[src/rtl/piso_serializer_pkg.sv]
// Shared definitions for the parallel-in serial-out transmitter:
// FSM state type, default word width and counter sizing helper.
package piso_serializer_pkg;

  typedef enum logic {
    IDLE  = 1'b0,
    SHIFT = 1'b1
  } state_t;

  localparam int DEFAULT_WIDTH = 4;

  // Bits needed to count bit positions 0..width-1.
  function automatic int cntWidth(input int width);
    return $clog2(width);
  endfunction

endpackage

[src/rtl/piso_serializer_if.sv]
// Word-load handshake plus serial output bundle of the PISO transmitter.
// The master side supplies words; the slave side is the serializer.
interface piso_serializer_if
  import piso_serializer_pkg::*;
#(
  parameter int WIDTH = DEFAULT_WIDTH
);

  logic [WIDTH-1:0] datain;
  logic             load_valid;
  logic             load_ready;
  logic             sout;
  logic             sout_valid;
  logic             frame_start;
  logic             busy;

  modport master (
    output datain,
    output load_valid,
    input  load_ready,
    input  sout,
    input  sout_valid,
    input  frame_start,
    input  busy
  );

  modport slave (
    input  datain,
    input  load_valid,
    output load_ready,
    output sout,
    output sout_valid,
    output frame_start,
    output busy
  );

endinterface

[src/rtl/piso_shift_reg.sv]
// WIDTH-bit shift register with parallel load and selectable output end.
// Load takes priority over shift; the serial bit is taken from the output end.
module piso_shift_reg
  import piso_serializer_pkg::*;
#(
  parameter int WIDTH     = DEFAULT_WIDTH,
  parameter bit MSB_FIRST = 1'b1
) (
  input  logic             clk,
  input  logic             rst,
  input  logic             i_load,
  input  logic             i_shift,
  input  logic [WIDTH-1:0] i_data,
  output logic             o_bit
);

  logic [WIDTH-1:0] r_shreg;

  always_ff @(posedge clk) begin
    if (rst) begin
      r_shreg <= '0;
    end else if (i_load) begin
      r_shreg <= i_data;
    end else if (i_shift) begin
      if (MSB_FIRST) begin
        r_shreg <= {r_shreg[WIDTH-2:0], 1'b0};
      end else begin
        r_shreg <= {1'b0, r_shreg[WIDTH-1:1]};
      end
    end
  end

  assign o_bit = MSB_FIRST ? r_shreg[WIDTH-1] : r_shreg[0];

endmodule

[src/rtl/piso_serializer.sv]
// Parallel-in serial-out transmitter: FSM, bit counter and a one-word hold
// buffer so that back-to-back words stream with no idle cycle between frames.
module piso_serializer
  import piso_serializer_pkg::*;
#(
  parameter int WIDTH     = DEFAULT_WIDTH,
  parameter bit MSB_FIRST = 1'b1
) (
  input  logic              clk,
  input  logic              rst,
  piso_serializer_if.slave  bus
);

  localparam int             CW   = cntWidth(WIDTH);
  localparam logic [CW-1:0]  LAST = CW'(WIDTH - 1);

  state_t           r_state;
  state_t           w_nextState;
  logic [CW-1:0]    r_cnt;
  logic [CW-1:0]    w_cntNext;
  logic [WIDTH-1:0] r_hold;
  logic             r_holdFull;
  logic             w_holdFullNext;
  logic             w_holdLoad;
  logic             w_shLoad;
  logic             w_shShift;
  logic             w_selHold;
  logic             w_accept;
  logic             w_loadReady;
  logic             w_serialBit;
  logic [WIDTH-1:0] w_loadData;

  assign w_loadReady = !r_holdFull && !rst;
  assign w_accept    = bus.load_valid && w_loadReady;

  always_ff @(posedge clk) begin
    if (rst) begin
      r_state    <= IDLE;
      r_cnt      <= '0;
      r_holdFull <= 1'b0;
      r_hold     <= '0;
    end else begin
      r_state    <= w_nextState;
      r_cnt      <= w_cntNext;
      r_holdFull <= w_holdFullNext;
      if (w_holdLoad) begin
        r_hold <= bus.datain;
      end
    end
  end

  // On the last bit a buffered word wins over a fresh one; the fresh word
  // cannot arrive then anyway because load_ready is low while the buffer is full.
  always_comb begin
    w_nextState    = r_state;
    w_cntNext      = r_cnt;
    w_holdFullNext = r_holdFull;
    w_holdLoad     = 1'b0;
    w_shLoad       = 1'b0;
    w_shShift      = 1'b0;
    w_selHold      = 1'b0;
    case (r_state)
      IDLE: begin
        if (w_accept) begin
          w_shLoad    = 1'b1;
          w_cntNext   = '0;
          w_nextState = SHIFT;
        end
      end
      SHIFT: begin
        if (r_cnt != LAST) begin
          w_shShift = 1'b1;
          w_cntNext = r_cnt + CW'(1);
          if (w_accept) begin
            w_holdLoad     = 1'b1;
            w_holdFullNext = 1'b1;
          end
        end else if (r_holdFull) begin
          w_shLoad       = 1'b1;
          w_selHold      = 1'b1;
          w_holdFullNext = 1'b0;
          w_cntNext      = '0;
        end else if (w_accept) begin
          w_shLoad  = 1'b1;
          w_cntNext = '0;
        end else begin
          w_cntNext   = '0;
          w_nextState = IDLE;
        end
      end
      default: begin
        w_nextState = IDLE;
        w_cntNext   = '0;
      end
    endcase
  end

  assign w_loadData = w_selHold ? r_hold : bus.datain;

  piso_shift_reg #(
    .WIDTH     (WIDTH),
    .MSB_FIRST (MSB_FIRST)
  ) u_shift_reg (
    .clk     (clk),
    .rst     (rst),
    .i_load  (w_shLoad),
    .i_shift (w_shShift),
    .i_data  (w_loadData),
    .o_bit   (w_serialBit)
  );

  // The shifter keeps leftover bits after a frame ends, so sout is gated.
  assign bus.sout        = w_serialBit && (r_state == SHIFT);
  assign bus.sout_valid  = (r_state == SHIFT);
  assign bus.frame_start = (r_state == SHIFT) && (r_cnt == '0);
  assign bus.busy        = (r_state == SHIFT);
  assign bus.load_ready  = w_loadReady;

endmodule

[src/flat_wrapper.sv]
// flat-port wrapper written by rule: the top's interface ports become plain ports
module piso_serializer_flat import piso_serializer_pkg::*;
#(
  parameter int WIDTH     = DEFAULT_WIDTH,
  parameter bit MSB_FIRST = 1'b1
)
  (clk, rst, bus_datain, bus_load_valid, bus_load_ready, bus_sout, bus_sout_valid, bus_frame_start, bus_busy);
  piso_serializer_if #(.WIDTH(WIDTH)) bus_i ();
  input  logic clk;
  input  logic rst;
  input wire logic [$bits(bus_i.datain)-1:0] bus_datain;
  input wire logic [$bits(bus_i.load_valid)-1:0] bus_load_valid;
  output wire logic [$bits(bus_i.load_ready)-1:0] bus_load_ready;
  output wire logic [$bits(bus_i.sout)-1:0] bus_sout;
  output wire logic [$bits(bus_i.sout_valid)-1:0] bus_sout_valid;
  output wire logic [$bits(bus_i.frame_start)-1:0] bus_frame_start;
  output wire logic [$bits(bus_i.busy)-1:0] bus_busy;
  assign bus_i.datain = bus_datain;
  assign bus_i.load_valid = bus_load_valid;
  assign bus_load_ready = bus_i.load_ready;
  assign bus_sout = bus_i.sout;
  assign bus_sout_valid = bus_i.sout_valid;
  assign bus_frame_start = bus_i.frame_start;
  assign bus_busy = bus_i.busy;
  piso_serializer #(.WIDTH(WIDTH), .MSB_FIRST(MSB_FIRST)) u_core (.clk(clk), .rst(rst), .bus(bus_i));
endmodule
[config.mk]
export PLATFORM = sky130hd
export DESIGN_NAME = piso_serializer_flat
export DESIGN_NICKNAME = d
export VERILOG_FILES = /design/src/rtl/piso_serializer_pkg.sv /design/src/rtl/piso_serializer_if.sv /design/src/rtl/piso_shift_reg.sv /design/src/rtl/piso_serializer.sv /design/src/flat_wrapper.sv
export SDC_FILE = /design/constraint.sdc
export NUM_CORES = 1
export LEC_CHECK = 0
export BUFFER_PORTS_ARGS = -buffer_cell sky130_fd_sc_hd__buf_2
export CORE_MARGIN = 5
export CORE_UTILIZATION = 30
export CTS_CLUSTER_DIAMETER = 150
export DETAILED_ROUTE_END_ITERATION = 6
export GPL_TIMING_DRIVEN = 0
export PLACE_DENSITY = 0.49
export RECOVER_POWER = 25
export SETUP_SLACK_MARGIN = 0.05
export SLEW_MARGIN = 0
export SYNTH_ARGS = -nofsm -noshare
export SYNTH_HDL_FRONTEND = slang
export SYNTH_SLANG_ARGS = --single-unit
[constraint.sdc]
create_clock -name clk -period 1.3 [get_ports clk]
set_input_delay 0 -clock clk [delete_from_list [all_inputs] [get_ports clk]]
set_output_delay 0 -clock clk [all_outputs]
set_load 0.02 [all_outputs]
==> results.json <==
{
  "status": "completed",
  "holdCritPathClass": "in -> reg",
  "synthMuxAreaShare": 0.0676,
  "antenna_found_initial": 0,
  "rsz0062_at_grt": "yes",
  "worst_r2r_path_depth": 4,
  "intPower_mw": 0.571,
  "worstSkewPairLatency_ps": 270,
  "critPathTopFamily": "flip-flops",
  "setup_viol": 0,
  "start_util": 0.314,
  "yosysTopAreaCell": "dfxtp_1",
  "syn2layout_area_growth_pct": 40.8,
  "pre_cts_ws_ps": -63.5,
  "worst_slew_pin_slew_ps": 570,
  "clkSinkCount": 12,
  "synthArstFlopShare": 0,
  "die_w_um": 55.1,
  "port_buffers": 11,
  "netlist_area_um2": 611,
  "netlist.area_leader.share": 0.393,
  "die-area_um2": 3040,
  "seqPwrFrac": 0.505,
  "layout-drive-gt1-share": 0.352,
  "place_inst": 107,
  "cts_buffer_depth": 2,
  "grt_pass1_vias": 599,
  "finalCriticalPeriod_ps": 1280,
  "synth_area_leaders": "dfxtp_1 (39%), a21oi_1 (5.7%), mux2i_1 (4.9%), a211oi_1 (4.9%), ha_1 (4.1%)",
  "pwr-share-comb": 0.206,
  "cp.depth": 4,
  "dr.pass1.iters": 4,
  "critPathBufInv": 0,
  "dp_hpwl_um": 1060,
  "htree_levels": 1,
  "drt-initial-drc-count": 6,
  "reg2reg_from": "u_core.r_cnt[0]$_SDFFE_PP0P_",
  "num_rows": 16,
  "slew_violations": 0,
  "clkSlewWorstSetupHoldPaths_ps": 80,
  "yosys.area_share.simple": 0.217,
  "diodes": 0,
  "synth_compound_area_frac": 0.230,
  "cts_tree": "built",
  "slowest_delay_ps": 370,
  "p_leak_nw": 0.342,
  "slew_headroom": 0.620,
  "vias": 573,
  "ant_nets": 0,
  "setup_slack_ps": 17.7,
  "critPathRequiredTime_ps": 1460,
  "grt_max_degree": 11,
  "crit_chain": "ha_4 -> nand3_4 -> mux2_4 -> a32o_1",
  "vias_per_cell": 4.86,
  "cp-start-kind": "register",
  "grt_use_total": 0.128,
  "core_area_um2": 1940,
  "clockRootBuffer": "clkbuf_4",
  "die_h_um": 55.1,
  "ys_seq_elements": 12,
  "layout.nets": 102,
  "syn_inst": 69,
  "cts_buffers": 3,
  "switching_share": 0.292,
  "power_mw": 0.805,
  "fmax_mhz": 780,
  "power_switching_mw": 0.235,
  "critPathSlowestCell": "dfxtp_2",
  "synth-xor-area-share": 0,
  "fin_cells": 118,
  "routabilityCongestion": 0.689,
  "wl_um": 1550,
  "synthTopCellsByCount": "dfxtp_1 (12), a21oi_1 (7), o21ai_0 (5)",
  "fin_crit_sh": 0.986,
  "yosysMostFrequentCell": "dfxtp_1",
  "grt_pass1_wl_um": 2710,
  "setup.worst_path.class": "reg -> reg",
  "synth_nets": 78,
  "crit_path_end": "u_core.u_shift_reg.r_shreg[0]$_SDFFE_PP0P_",
  "path_max_fanout": 5,
  "clkPwrFrac": 0.290,
  "syn_area_per_cell_um2": 8.85,
  "yosys.area_share.adder": 0.0410,
  "wire_per_inst_um": 13.2,
  "final_util": 0.443,
  "route.detailed.drc": 0,
  "synth-edff-count": 0,
  "hold_viol": 0,
  "num_io_pins": 12,
  "grt-ovfl-total": 0,
  "r2r_setup_slack_ps": 20,
  "r2r-end": "u_core.u_shift_reg.r_shreg[0]$_SDFFE_PP0P_",
  "ys_seq_area_frac": 0.393,
  "ir_drop_mv": 0.426,
  "power.density_nw_per_um2": 937,
  "drv_cap": 0,
  "yosys_warnings": 0,
  "ys.flop_type": "dfxtp_1",
  "clock_skew_ps": 5.41,
  "synth_top_family_by_area": "compound AO/OA/AOI/OAI gates",
  "synth_cell_types": 29,
  "crit_path_end_kind": "register",
  "cp-startpoint": "u_core.r_cnt[0]$_SDFFE_PP0P_",
  "setup_tns_ps": 0,
  "worst_ep_arrival_time_ps": 1450
}
[flip-flops by register name (all words and copies together), names as in the netlist]
signal and flops:
u_core.bus.busy 1, u_core.r_cnt 2, u_core.r_hold 4, u_core.r_holdFull 1
u_core.u_shift_reg.r_shreg 4
[layout by cell type, fill, tap and decap left out, drive strengths merged]
cell,synthesis,final
dfxtp,12,12
nor2,4,4
nand2,2,2
nor2b,2,2
a2111oi,1,1
and2,2,2
a211oi,4,4
nand3,5,5
o21ai,6,6
and2b,1,1
or3b,1,1
mux2i,3,3
mux2,1,1
a221oi,1,1
or3,1,1
dlygate4sd3,0,4
nor3b,1,1
clkbuf,1,6
buf,2,15
a21oi,8,8
nor3,1,1
a32o,1,1
o21a,1,1
nand2b,2,2
inv,4,4
ha,2,2
[repair_timing]
item | 4_1_cts | 5_1_grt
endpoints found under the setup margin | 7 | 11
hold endpoints to repair | 4 | 0
buffers inserted | 3 | 1
resized for setup | 6 | 4
cloned | 0 | 0
hold buffers | 4 | 0
pin swaps | 5 | 1
[power groups by stage]
stage	sequential (mW)	combinational, mW	clock, mW
5_1_grt	0.410	0.183	0.266
4_1_cts	0.407	0.156	0.246
6_report	0.406	0.166	0.233
3_3_place_gp	0.415	0.131	0
2_1_floorplan	0.415	0.0862	0
3_5_place_dp	0.416	0.131	0
[worst min path at each step]
stage | start | end | slack (ps) | cells past startpoint
2_1_floorplan | bus_datain[0] | u_core.r_hold[0]$_SDFFE_PP0P_ | 150 | 2
3_3_place_gp | bus_datain[1] | u_core.r_hold[1]$_SDFFE_PP0P_ | 270 | 3
3_5_place_dp | bus_datain[2] | u_core.r_hold[2]$_SDFFE_PP0P_ | 270 | 3
4_1_cts | bus_load_valid | u_core.r_holdFull$_SDFFE_PP0P_ | 50 | 3
5_1_grt | bus_load_valid | u_core.r_holdFull$_SDFFE_PP0P_ | 90 | 3
6_report | bus_load_valid | u_core.r_holdFull$_SDFFE_PP0P_ | 60 | 3
[cell type report]
type | count | area [µm²]
fill | 207 | 1080
sequential | 12 | 250
clock buffer | 3 | 22.5
buffer | 3 | 16.3
tap | 27 | 33.8
multi-input combinational | 50 | 398
timing repair buffer | 19 | 124
inverter | 4 | 15.0
[logic make-up (layout without fill, tap and decap cells)]
| kind of cell | count (synthesis) | count (layout) |
|---|---|---|
| simple gates | 22 | 22 |
| flops | 12 | 12 |
| buf+inv | 7 | 29 |
| compound gates | 22 | 22 |
| fa+ha+maj | 2 | 2 |
| mux | 4 | 4 |
[metrics by stage]
stage / instance area (µm²) / hold slack (ps)
floorplan: 638 / 148
global placement: 727 / 269
detailed placement: 727 / 274
CTS: 836 / 53.0
global route: 860 / 90.5
finish: 860 / 57.1
[metal layers]
metal | GRT usage | vias to the layer above | routed length [µm]
met4 | 0.0607 | 0 | 25
met3 | 0.0322 | 4 | 72
met1 | 0.165 | 260 | 746
li1 | - | 294 | -
met5 | 0 | - | 0
met2 | 0.197 | 15 | 709
[worst register-to-register path: cells and delay by family (launching register included)]
family | cells | cell delay (ps)
AO/OA/AOI/OAI | 1 | 210
adder cells (fa/ha/maj) | 1 | 170
AND/OR/NAND/NOR | 1 | 110
flip-flops | 1 | 370
multiplexers | 1 | 310
No activity file was read; power rests on OpenSTA's default activity.
